`config.mk`:
```
export PLATFORM = sky130hd
export DESIGN_NAME = serial_adder_ctrl
export DESIGN_NICKNAME = d
export VERILOG_FILES = /design/src/rtl/serial_adder_ctrl.sv
export SDC_FILE = /design/constraint.sdc
export NUM_CORES = 1
export LEC_CHECK = 0
export ABC_CLOCK_PERIOD_IN_PS = 1200
export CAP_MARGIN = 0
export CORE_MARGIN = 8
export CORE_UTILIZATION = 45
export CTS_BUF_LIST = sky130_fd_sc_hd__clkbuf_8 sky130_fd_sc_hd__clkbuf_16
export DETAILED_ROUTE_END_ITERATION = 16
export PLACE_DENSITY_LB_ADDON = 0.1
export SYNTH_ARGS = -nofsm -noshare
export SYNTH_HDL_FRONTEND = slang
export SYNTH_SLANG_ARGS = --single-unit
```
`constraint.sdc`:
```
create_clock -name clk -period 1.2 [get_ports clk]
set_input_delay 0.24 -clock clk [delete_from_list [all_inputs] [get_ports clk]]
set_output_delay 0.24 -clock clk [all_outputs]
set_load 0.01 [all_outputs]
```
`src/rtl/serial_adder_ctrl.sv`:
```
// rtl/serial_adder_ctrl.sv - bit-serial adder (one fulladder cell + carry FF), LSB first.
// Optional overflow flag output ovf when SERIAL_ADDER_OVERFLOW_EN is defined.

module fulladder (
    input  logic a,
    input  logic b,
    input  logic cin,
    output logic cout,
    output logic s
);
    assign s    = a ^ b ^ cin;
    assign cout = (a & b) | (cin & (a ^ b));
endmodule

module serial_adder_ctrl #(
    parameter int WIDTH = 4
) (
    input  logic             clk,
    input  logic             reset_n,
    input  logic             start,
    input  logic [WIDTH-1:0] a,
    input  logic [WIDTH-1:0] b,
    input  logic             cin,
    output logic             busy,
    output logic             done,
    output logic [WIDTH-1:0] sum,
    output logic             cout
`ifdef SERIAL_ADDER_OVERFLOW_EN
    ,
    output logic             ovf
`endif
);
    localparam int CNTW = $clog2(WIDTH + 1);
    localparam logic [CNTW-1:0] CNT_LAST = CNTW'(WIDTH - 1);

    localparam logic [1:0] ST_IDLE  = 2'd0;
    localparam logic [1:0] ST_SHIFT = 2'd1;
    localparam logic [1:0] ST_DONE  = 2'd2;

    logic [1:0]       state_q, state_d;
    logic [WIDTH-1:0] a_sr_q, a_sr_d;
    logic [WIDTH-1:0] b_sr_q, b_sr_d;
    logic [WIDTH-1:0] s_sr_q, s_sr_d;
    logic             carry_q, carry_d;
    logic [CNTW-1:0]  cnt_q, cnt_d;
    logic [WIDTH-1:0] sum_q, sum_d;
    logic             cout_q, cout_d;
    logic             fa_s, fa_cout;
`ifdef SERIAL_ADDER_OVERFLOW_EN
    logic             ovf_q, ovf_d;
`endif

    fulladder u_fa (
        .a    (a_sr_q[0]),
        .b    (b_sr_q[0]),
        .cin  (carry_q),
        .cout (fa_cout),
        .s    (fa_s)
    );

    always_comb begin
        state_d = state_q;
        a_sr_d  = a_sr_q;
        b_sr_d  = b_sr_q;
        s_sr_d  = s_sr_q;
        carry_d = carry_q;
        cnt_d   = cnt_q;
        sum_d   = sum_q;
        cout_d  = cout_q;
`ifdef SERIAL_ADDER_OVERFLOW_EN
        ovf_d   = ovf_q;
`endif
        case (state_q)
            ST_IDLE: begin
                if (start) begin
                    a_sr_d  = a;
                    b_sr_d  = b;
                    carry_d = cin;
                    cnt_d   = '0;
                    state_d = ST_SHIFT;
                end
            end
            ST_SHIFT: begin
                a_sr_d  = {1'b0, a_sr_q[WIDTH-1:1]};
                b_sr_d  = {1'b0, b_sr_q[WIDTH-1:1]};
                s_sr_d  = {fa_s, s_sr_q[WIDTH-1:1]};
                carry_d = fa_cout;
                cnt_d   = cnt_q + CNTW'(1);
                if (cnt_q == CNT_LAST) begin
                    sum_d   = {fa_s, s_sr_q[WIDTH-1:1]};
                    cout_d  = fa_cout;
`ifdef SERIAL_ADDER_OVERFLOW_EN
                    // carry_q is the carry into the MSB on this final step
                    ovf_d   = carry_q ^ fa_cout;
`endif
                    state_d = ST_DONE;
                end
            end
            ST_DONE: state_d = ST_IDLE;
            default: state_d = ST_IDLE;
        endcase
    end

    always_ff @(posedge clk) begin
        if (!reset_n) begin
            state_q <= ST_IDLE;
            a_sr_q  <= '0;
            b_sr_q  <= '0;
            s_sr_q  <= '0;
            carry_q <= 1'b0;
            cnt_q   <= '0;
            sum_q   <= '0;
            cout_q  <= 1'b0;
`ifdef SERIAL_ADDER_OVERFLOW_EN
            ovf_q   <= 1'b0;
`endif
        end else begin
            state_q <= state_d;
            a_sr_q  <= a_sr_d;
            b_sr_q  <= b_sr_d;
            s_sr_q  <= s_sr_d;
            carry_q <= carry_d;
            cnt_q   <= cnt_d;
            sum_q   <= sum_d;
            cout_q  <= cout_d;
`ifdef SERIAL_ADDER_OVERFLOW_EN
            ovf_q   <= ovf_d;
`endif
        end
    end

    assign busy = (state_q != ST_IDLE);
    assign done = (state_q == ST_DONE);
    assign sum  = sum_q;
    assign cout = cout_q;
`ifdef SERIAL_ADDER_OVERFLOW_EN
    assign ovf  = ovf_q;
`endif

endmodule

```
==> flow_summary.json, run 1 <==
{
  "slowest_delay_ps": 550,
  "via_count": 844,
  "syn_area_um2": 986,
  "hp-class": "reg2reg",
  "crit_chain": "fa_1 > nand2_1 > a21boi_0",
  "io_pins": 19,
  "total_power_mw": 1.56,
  "start_util_pct": 45.9,
  "diodes": 0,
  "io_buffer_count": 18,
  "synth-edff-count": 0,
  "p_per_area_nw_per_um2": 1150,
  "drive_gt1_share_pct": 26.5,
  "clockBufferDepth": 2,
  "rows": 17,
  "drt_iter0_drc": 26,
  "grt_max_degree": 13,
  "cp-end-kind": "register",
  "place_congestion": 0.751,
  "coreArea_um2": 2150,
  "worst_pin_slew_ps": 290,
  "regArea_um2": 445,
  "n_fill_cell": 194,
  "p_sw_share_pct": 23.2,
  "grt_pass1_vias": 794,
  "synth_ff_type": "dfxtp_1",
  "clkSinkCount": 22,
  "htree_levels": 1,
  "outcome": "finished with violations",
  "switchingPower_mw": 0.363,
  "multiInputGateArea_um2": 524,
  "fin_ws_ps": -12.5,
  "yosys.area.top_type_share_pct": 44.7,
  "max_cap_violations": 0,
  "start_kind": "register",
  "area_delta_synth_final_pct": 38.1,
  "path_class": "reg2reg",
  "critPathRequiredTime_ps": 1370,
  "drtAntennaViolNets": 0,
  "p_leak_nw": 0.552,
  "remaining_drc_errors": 0,
  "fin_crit_ps": 1210,
  "first_pass_iters": 4,
  "yosys_warnings": 0,
  "synth.largest_area_cell": "dfxtp_1",
  "rrSetupSlack_ps": -10,
  "hold_buffers": 0,
  "arrival_ps": 1380,
  "setup_viol": 2,
  "yosysMostFrequentCell": "dfxtp_1",
  "via_per_inst": 5.15,
  "post-dp-hpwl_mm": 1.58,
  "rsz0062_at_grt": "yes",
  "slew_viol_final": 0,
  "finalHoldViolCount": 0,
  "clock_skew_ps": 1.61,
  "maxSlewHeadroom_pct": 80.4,
  "syn_nets": 119,
  "nets": 152,
  "cts_tree": "yes",
  "grt_pass1_wl_mm": 3.53,
  "dieArea_um2": 3950,
  "setup_tns_ps": -19.3,
  "root_buffer": "clkbuf_8",
  "path_buf_inv": 0,
  "ys_top_cells_by_count": "dfxtp_1 (22), nand2_1 (12), nor2_1 (11)",
  "die_w_um": 62.8,
  "synth-async-reset-ratio_pct": 0,
  "yosys.cell_types.count": 31,
  "clk_latency_ps": 250,
  "cts.clk_slew.worst_paths_ps": 70,
  "critical-path-top-delay-family": "adder cells",
  "p_clk_share_pct": 32.8,
  "crit_slowest_cell": "fa_1",
  "ys_seq_elements": 22,
  "ir_drop_uv": 891,
  "comb_power_share_pct": 16.1,
  "groute.usage.overall_pct": 10.5,
  "seqPwrFrac_pct": 51.1,
  "fmax_mhz": 825,
  "failed_checks": "setup timing",
  "antenna_found_initial": 0,
  "cp_max_fo": 2,
  "die_h_um": 62.8,
  "grt.overflow.total": 0,
  "synth.avg_cell_area_um2": 9.48,
  "post-route-period-util_pct": 101,
  "cts_made_buffers": 3,
  "p_int_mw": 1.20,
  "wire_per_inst_um": 12.7,
  "yosysSeqAreaShare_pct": 44.7,
  "synth_area_leaders": "dfxtp_1 (45%), o221ai_2 (7.6%), a21boi_0 (6.1%), nand2_1 (4.6%), nor2_1 (4.2%)",
  "syn_inst": 104,
  "routed_wl_mm": 2.09
}
[stage by stage]
step	instances	setup WS [ps]	utilization [%]	area [um^2]	hold slack, ps
final	164	-12.5	63.4	1360	450
after global routing	164	-80.1	63.4	1360	483
after CTS	164	-14.1	62.1	1340	461
after detailed placement	159	-335	59.5	1280	455
after global placement	159	-289	59.5	1280	451
after floorplan	104	25.0	-	986	393
[per-layer routing]
| metal | wire length, um | global-route usage [%] | vias up | share of wire, % |
|---|---|---|---|---|
| li1 | - | - | 427 | - |
| met1 | 962 | 12.3 | 396 | 46 |
| met2 | 989 | 17.2 | 17 | 47 |
| met3 | 95 | 3.23 | 4 | 4.5 |
| met4 | 42 | 4.56 | 0 | 2.0 |
| met5 | 0 | 0 | - | 0 |
[sequential cells by signal (all words and copies together) (netlist names)]
name / count
carry_q: 1
s_sr_q: 3
b_sr_q: 4
cnt_q: 3
state_q: 2
sum: 4
cout: 1
a_sr_q: 4
[repair_timing]
| action | in CTS | in global routing |
|---|---|---|
| buffers inserted | 1 | 0 |
| setup endpoints to repair | 17 | 21 |
| pin swaps | 11 | 11 |
| gates resized for setup | 16 | 14 |
[worst paths after layout]
| kind | startpoint | to | depth (start not counted) |
|---|---|---|---|
| max | carry_q$_SDFFE_PN0P_ | s_sr_q[3]$_SDFFE_PN0P_ | 3 |
| min | sum[1]$_SDFFE_PN0P_ | sum[1]$_SDFFE_PN0P_ | 2 |
| max reg2reg | carry_q$_SDFFE_PN0P_ | s_sr_q[3]$_SDFFE_PN0P_ | 3 |
| min reg2reg | sum[1]$_SDFFE_PN0P_ | sum[1]$_SDFFE_PN0P_ | 2 |
[tightest hold or removal path: stages, from the launching register on]
cell,delay (ps)
dfxtp_1,310
nand2_1,50
a21boi_1,50
[kinds of logic (layout without fill, tap and decap cells)]
| group | after synthesis | count (layout) | synth area share (%) |
|---|---|---|---|
| AOI/OAI and AO/OA | 26 | 26 | 23.0 |
| adders and majority gates | 3 | 3 | 4.57 |
| buffers and inverters | 9 | 41 | 4.82 |
| DFF | 22 | 22 | 44.7 |
| muxes | 1 | 1 | 1.02 |
| and+or+nand+nor | 43 | 43 | 22.0 |
[power groups by stage]
stage | clock [mW] | sequential (mW) | combinational, mW
6_report | 0.512 | 0.800 | 0.251
5_1_grt | 0.557 | 0.804 | 0.274
4_1_cts | 0.526 | 0.797 | 0.250
3_5_place_dp | 0 | 0.812 | 0.246
3_3_place_gp | 0 | 0.812 | 0.240
2_1_floorplan | 0 | 0.806 | 0.142
[cell type report]
cell class | instances | area share (%)
multi-input combinational | 73 | 38.5
sequential | 22 | 32.7
timing repair buffer | 34 | 21.3
clock buffer | 4 | 4.04
tap | 28 | 2.57
inverter | 3 | 0.827
[cell usage in the layout (no fill, tap or decap), drive strengths merged]
master	count
nand2	12
and3	2
o311ai	1
fa	1
nor2	11
nand3	5
dfxtp	22
inv	3
o221ai	6
mux2i	1
nand3b	1
nor2b	3
a22oi	3
or3b	1
buf	17
and2b	1
a21oi	2
nand2b	2
clkbuf	5
dlygate4sd2	6
o21bai	1
ha	2
and2	2
a21boi	8
or2b	2
nor3b	1
o22ai	3
o21ai	1
clkdlybuf4s50	10
o21ba	1
No activity file was read; power rests on OpenSTA's default activity.
==> run 2: changes to the inputs <==
- SLEW_MARGIN: unset -> 20
==> results of run 2 <==
The final DEF is identical to that of run 1; final timing and power are the same.
==> run 3: changes to the inputs <==
- ABC_CLOCK_PERIOD_IN_PS: 1200 -> unset
==> results of run 3 <==
The final DEF is identical to that of run 1; final timing and power are the same.
